<file path="src/rtl/zero_scan.sv">
// zero_scan
// ---------------------------------------------------------------------------
// Multi-cycle zero detector and leading-zero counter. A WIDTH-bit word is
// accepted over a valid/ready handshake, then scanned MSB-first CHUNK bits
// per cycle. The scan stops at the first chunk that holds a set bit. The
// result (is_zero, lz_count) is returned over a second valid/ready handshake.
// Only one word is in flight at a time.
//
// Parameters
//   WIDTH  data word width (>= 1)
//   CHUNK  bits examined per scan cycle; must divide WIDTH exactly
//   LZW    derived width of lz_count, $clog2(WIDTH+1)
//
// Ports
//   clock      rising-edge clock
//   reset      asynchronous, active-high reset
//   in_valid   data_in is presented
//   in_ready   block can accept a word (IDLE only)
//   data_in    word to test, sampled on the accept edge
//   out_valid  result is presented (DONE only)
//   out_ready  consumer takes the result
//   is_zero    accepted word was all zeros
//   lz_count   leading zeros from the MSB, WIDTH when is_zero
// ---------------------------------------------------------------------------
module zero_scan #(
    parameter int WIDTH = 32,
    parameter int CHUNK = 8,
    localparam int LZW  = $clog2(WIDTH + 1)
) (
    input  logic             clock,
    input  logic             reset,
    input  logic             in_valid,
    output logic             in_ready,
    input  logic [WIDTH-1:0] data_in,
    output logic             out_valid,
    input  logic             out_ready,
    output logic             is_zero,
    output logic [LZW-1:0]   lz_count
);

    localparam int NCHUNK = WIDTH / CHUNK;
    // Keep idx at least one bit wide so CHUNK == WIDTH still elaborates.
    localparam int IW     = (NCHUNK > 1) ? $clog2(NCHUNK) : 1;

    generate
        if (WIDTH < 1 || CHUNK < 1 || (WIDTH % CHUNK) != 0) begin : g_bad_params
            $error("zero_scan: CHUNK must be >= 1 and divide WIDTH exactly");
        end
    endgenerate

    typedef enum logic [1:0] {
        IDLE,
        SCAN,
        DONE
    } state_t;

    state_t           state;
    logic [WIDTH-1:0] sh;
    logic [IW-1:0]    idx;
    logic [LZW-1:0]   acc;

    logic [CHUNK-1:0] top;
    logic [LZW-1:0]   chunk_lz;

    assign top = sh[WIDTH-1 -: CHUNK];

    // Priority encoder over the top chunk: walking LSB to MSB, the last set
    // bit seen is the highest one, so it wins. Only meaningful when top != 0.
    always_comb begin
        // NOTE: default assignment first so every path drives chunk_lz and
        // no latch is inferred.
        chunk_lz = '0;
        for (int i = 0; i < CHUNK; i++) begin
            if (top[i]) begin
                chunk_lz = LZW'(CHUNK - 1 - i);
            end
        end
    end

    // Handshake outputs are pure state decodes, so no input reaches an
    // output combinationally.
    assign in_ready  = (state == IDLE);
    assign out_valid = (state == DONE);

    // NOTE: sequential state uses non-blocking assignments so every register
    // samples the pre-edge values, independent of statement order.
    always_ff @(posedge clock or posedge reset) begin
        if (reset) begin
            // The scan registers are cleared too, not just the state, so an
            // in-flight word is fully discarded rather than left dormant.
            state    <= IDLE;
            sh       <= '0;
            idx      <= '0;
            acc      <= '0;
            is_zero  <= 1'b0;
            lz_count <= '0;
        end else begin
            unique case (state)
                IDLE: begin
                    if (in_valid) begin
                        sh    <= data_in;
                        idx   <= '0;
                        acc   <= '0;
                        state <= SCAN;
                    end
                end
                SCAN: begin
                    if (top != '0) begin
                        // acc + chunk_lz <= WIDTH-1, so it fits in LZW bits.
                        lz_count <= acc + chunk_lz;
                        is_zero  <= 1'b0;
                        state    <= DONE;
                    end else if (idx == IW'(NCHUNK - 1)) begin
                        lz_count <= LZW'(WIDTH);
                        is_zero  <= 1'b1;
                        state    <= DONE;
                    end else begin
                        acc <= acc + LZW'(CHUNK);
                        sh  <= sh << CHUNK;
                        idx <= idx + IW'(1);
                    end
                end
                DONE: begin
                    // in_valid is deliberately ignored here; the next word
                    // can only be taken once back in IDLE.
                    if (out_ready) begin
                        state <= IDLE;
                    end
                end
                default: state <= IDLE;
            endcase
        end
    end

endmodule
</file>
<file path="config.mk">
export PLATFORM = sky130hd
export DESIGN_NAME = zero_scan
export DESIGN_NICKNAME = d
export VERILOG_FILES = /design/src/rtl/zero_scan.sv
export SDC_FILE = /design/constraint.sdc
export NUM_CORES = 1
export LEC_CHECK = 0
export ABC_CLOCK_PERIOD_IN_PS = 2500
export CAP_MARGIN = 20
export CELL_PAD_IN_SITES_DETAIL_PLACEMENT = 0
export CELL_PAD_IN_SITES_GLOBAL_PLACEMENT = 1
export CORE_UTILIZATION = 34
export DETAILED_ROUTE_END_ITERATION = 6
export MAX_ROUTING_LAYER = met4
export PLACE_DENSITY = 0.85
export REMOVE_ABC_BUFFERS = 1
export SLEW_MARGIN = 20
export SYNTH_ARGS = -nofsm -noshare
export SYNTH_HDL_FRONTEND = slang
export SYNTH_SLANG_ARGS = --single-unit
</file>
<file path="constraint.sdc">
create_clock -name clock -period 2.5 [get_ports clock]
set_clock_uncertainty 0.2 [all_clocks]
set_input_delay 0.375 -clock clock [delete_from_list [all_inputs] [get_ports clock]]
set_output_delay 0.375 -clock clock [all_outputs]
set_load 0.05 [all_outputs]
</file>
* Word-level counts from Yosys, hierarchy flattened
Index checks and enable logic that the tools add are counted.
** Storage, ports and cells
- Output and inout bits :: 9
- Flip-flop bits (word level) :: 49
- Logic and storage cells :: 53
** Operators by class
- Equality and inequality tests :: 8
- $add $sub $neg :: 3
- Mux-type cells :: 29
- Reduce and logical (&&, ||, !) cells :: 7
** Operators by type and width (number)
- 32-bit two-way mux :: 3
- 6-bit two-way mux :: 11
- 32-bit one-hot mux with 2 select lines :: 1
- 2-bit two-way mux :: 7
- 6-bit one-hot mux with 2 select lines :: 1
- 8-bit nonzero test :: 1
- 6-bit by 4-bit adder with 6-bit output, second input constant :: 1
- 6-bit adder :: 1
- 3-bit two-way mux :: 2
- 2-bit inequality test, second input constant :: 3
- 2-bit one-hot mux with 3 select lines :: 1
- 2-bit equality test, second input constant :: 2
- 2-bit one-hot mux with 2 select lines :: 1
- 4-bit AND reduction :: 1
- 2-bit nonzero test :: 2
- 3-bit inequality test, second input constant :: 1
- 3-bit AND reduction :: 1
- 2-bit by 1-bit adder with 2-bit output, second input constant :: 1
- 2-bit by 1-bit equality test with 1-bit output, second input constant :: 1
- 2-bit logical NOT :: 1
- 1-bit two-way mux :: 2
- 2-bit by 1-bit inequality test with 1-bit output, second input constant :: 1
- 2-bit AND reduction :: 1

* Depth between registers and ports, before layout
Gate-level depths: netlist of run 1.
- Word-level depth :: 10
- Depth in mapped cells :: 9
- Gate-level depth less buffers :: 9

* Least setup slack after synthesis of run 1
Ideal clock, no wire load.
- Kind :: reg2reg
- Start :: register sh[27]
- End :: register sh[25]
- Cell stages (with the launch flop) :: 7
- Buffers on the path :: 2
- Library setup time :: 0.138 ns
- Arrival time :: 2.017 ns
- Path slack :: 0.145 ns
- Path through :: dfrtp_1 -> or4_1 -> or4_1 -> buf_2 -> clkbuf_1 -> o22ai_1 -> a31oi_1
** On the way
- Longest elaborated chain between the ends :: 3
** RTL lines
- from (decl) :: RTL line 58 : logic [WIDTH-1:0] sh;
- from (signal assigned) :: RTL line 101 : sh <= data_in;
- from (signal assigned) :: RTL line 119 : sh <= sh << CHUNK;
- 8-bit nonzero test :: RTL line 108 : if (top != '0) begin
- 2-bit inequality test (no source line)
- 4-bit AND reduction (no source line)
Every way passes these cells.
A chain may end at the register's enable or synchronous reset.

* Final worst setup path of run 1
- Start :: register sh[25]
- End :: register sh[22]
Same word-level chain as after synthesis.

==> results of run 1 <==
==> what timing repair did <==
item,in CTS,in global routing
resized for setup,0,2
buffers inserted,0,3
hold endpoints to repair,0,0
endpoints found under the setup margin,0,20
==> layout by cell type (no fill, tap or decap), types with 6 or more instances in the layout <==
cell type / synthesis / final
a21oi_1: 6 / 6
buf_4: 0 / 12
clkbuf_8: 0 / 6
clkdlybuf4s50_1: 0 / 44
dfrtp_1: 46 / 46
inv_1: 11 / 10
nand2_1: 17 / 17
nand3_1: 10 / 10
nor2_1: 46 / 46
o21ai_0: 8 / 8
o22ai_1: 24 / 24
==> cells by family (layout without fill, tap and decap cells) <==
family          count (synthesis)  in the layout  synth area share, %
compound gates                 50             50                 15.8
fa+ha+maj                       3              3                 1.86
buf+inv                        24             77                 4.58
flops                          46             46                 56.9
mux                             2              2                0.990
other cells                     1              1                0.185
simple gates                   90             90                 19.6
==> how the worst min path moves through the flow <==
stage | startpoint | end | slack, ns | cells after the start
floorplan | idx[0] | idx[0] | 0.26 | 1
global route | reset | sh[14] | 0.25 | 3
CTS | reset | sh[22] | 0.23 | 3
global placement | lz_count[4] | lz_count[4] | 0.27 | 2
finish | reset | sh[29] | 0.23 | 3
detailed placement | idx[0] | idx[0] | 0.28 | 1
==> layer usage <==
layer  wire [µm]  up-vias  track usage [%]  part of all wire (%)
met5           0        -                -                     0
met4          48        0             4.91                   1.0
met3         188        6             3.68                   4.1
met2        2240       47             25.0                    49
met1        2100      821             22.0                    46
li1            -      859                -                     -
==> worst register-to-register path: cells and delay by family (launching register included) <==
kind | cells | cell delay, ns
buffers and inverters | 1 | 0.26
and+or+nand+nor | 3 | 1.23
DFF | 1 | 0.41
AOI/OAI and AO/OA | 1 | 0.17
==> sequential cells by signal (all words and copies together) (netlist names) <==
register and count:
idx 2, lz_count 6, state 2, is_zero 1, acc 3, sh 32
==> metrics by stage <==
stage	cell area, µm²	worst slack (ns)	total power [µW]
after floorplan	1970	-0.322	1860
after detailed placement	2620	0.0498	2280
final	2790	0.122	2980
after global routing	2790	0.0186	3180
after global placement	2620	0.0664	2260
after CTS	2760	0.0263	2970
==> report_power, final <==
part           leakage, µW  switching, µW  internal [µW]
Clock            0.0000714            248            426
Combinational     0.000599            621            470
Sequential        0.000549            183           1030
Total              0.00122           1050           1930
==> cell type report <==
cell class | instances | area, µm² | area share [%]
clock inverter | 2 | 60.1 | 2.15
inverter | 11 | 41.3 | 1.48
sequential | 46 | 1150 | 41.2
timing repair buffer | 58 | 571 | 20.4
clock buffer | 6 | 82.6 | 2.96
multi-input combinational | 146 | 797 | 28.5
tap | 72 | 90.1 | 3.23
==> flow_summary_export.csv, run 1 <==
group,metric,value,unit
status,status,"completed",
yosys,ys_types,30,
yosys,synth_edf_count,0,
job,cap_violations,0,
sta,fin_crit,2.38,ns
worst_setup_path,critPathBufInv,1,
route,via_per_inst,5.08,
worst_setup_path,path_class,"flop to flop",
placed_design,detailed_place_hpwl,3.13,mm
worst_setup_path,cp-start-kind,"flop",
worst_setup_path,worstPathRequired,2.48,ns
worst_setup_path,cp-endpoint,"sh[22]",
route,drt_wl_total,4.57,mm
sta,worst-slew-pin-transition,0.575,ns
global_routing,grt_pass1_vias,1629,
worst_setup_path,max_stage_delay,0.59,ns
worst_setup_path,reg2reg_depth,5,
clocking,cts_buffers,5,
global_routing,antenna_found_initial,0,
yosys,avgSynthCellArea,9.36,µm²
route,drt-initial-drc-count,83,
worst_setup_path,r2r-start,"sh[25]",
route,wire_per_inst,13.4,µm
global_routing,overflow,0,
worst_setup_path,worst_setup_path_end_kind,"flop",
floorplan,chipHeight,79.1,µm
sta,fin_tns_setup,0,ns
route,vias,1733,
worst_setup_path,worst_ep_arrival_time,2.36,ns
yosys,synth_warnings,0,
worst_setup_path,reg2reg_to,"sh[22]",
global_routing,grtUsageTotal,16.4,%
yosys,async_flop_share,100,%
yosys,synth_top_area_share,56.9,%
placed_design,dp_cells,330,
floorplan,die_width,79.1,µm
yosys,synth_top_cell_by_area,"dfrtp_1",
yosys,synthTopCellsByArea,"dfrtp_1, nor2_1, o22ai_1, nand2_1, nand3_1",
yosys,synth_common_cells,"dfrtp_1, nor2_1, o22ai_1, nand2_1, inv_1",
floorplan,core_area,5610,µm²
power_and_ir_drop,leakagePower,0.00122,µW
clocking,htreeDepth,2,
floorplan,ios,45,
sta,final.period_utilization,95.1,%
layout,drive_above_1_share,10.0,%
yosys,postSynthCellCount,216,
sta,timing.slew.headroom,61.3,%
layout,fin_cells,341,
layout,nNetsFinal,307,
clocking,cts_max_path_buffers,2,
power_and_ir_drop,ir_drop,515,µV
worst_setup_path,reg2reg_slack,0.12,ns
worst_setup_path,cp-startpoint,"sh[25]",
yosys,synth_area,2020,µm²
clocking,cts_num_sinks,46,
floorplan,row_count,27,
floorplan,fp.dieArea,6260,µm²
sta,setup_viol,0,
yosys,synth_ff_type,"dfrtp_1",
yosys,synth-seq-cells,46,
layout,area_growth,38.1,%
worst_setup_path,crit_path_top_delay_cell,"or4_1",
sta,max_freq,420,MHz
global_routing,grt_max_degree,47,
power_and_ir_drop,power_density,1070,nW/µm²
global_routing,grt_pass1_wl,7.74,mm
worst_hold_path,hold_class,"primary input to async pin",
layout,n_fill_cell,528,
worst_setup_path,cp_max_fo,29,
sta,holdWs,0.225,ns
worst_setup_path,path_cells,"or4_4, or4_1, buf_4, o22ai_1, nor2_1",
floorplan,initial_core_util,36.1,%
worst_setup_path,cp.depth,5,
route,drc,0,
route,ant_nets,0,
placed_design,gp_congestion,0.814,
yosys,ys_seq_area_share,56.9,%
clocking,cts-hold-fix-buffers,0,
route,firstDrtPassIters,4,
placed_design,io_buffers,44,
worst_setup_path,path_delay_family,"simple AND/OR/NAND/NOR gates",
layout,final_util,49.8,%
sta,maxSlewViolCount,0,
clocking,clock-root-buffer,"clkbuf_8",
clocking,cts_tree,"built",
sta,rsz0062_at_grt,"no",
layout,diodes,0,
clocking,path_clk_slew,0.08,ns
clocking,clk_latency,0.29,ns
sta,hold_violations,0,
Note: power is estimated with default switching activity, not from simulation.
==> run 2: changes to the inputs <==
Settings changed: CAP_MARGIN 20 to default.
==> results of run 2 <==
Same layout as run 1: the final DEF is identical, and so are final timing and power.
==> run 3: changes to the inputs <==
Settings changed: CTS_CLUSTER_SIZE from default to 12.
==> results of run 3 <==
Same layout as run 1: the final DEF is identical, and so are final timing and power.
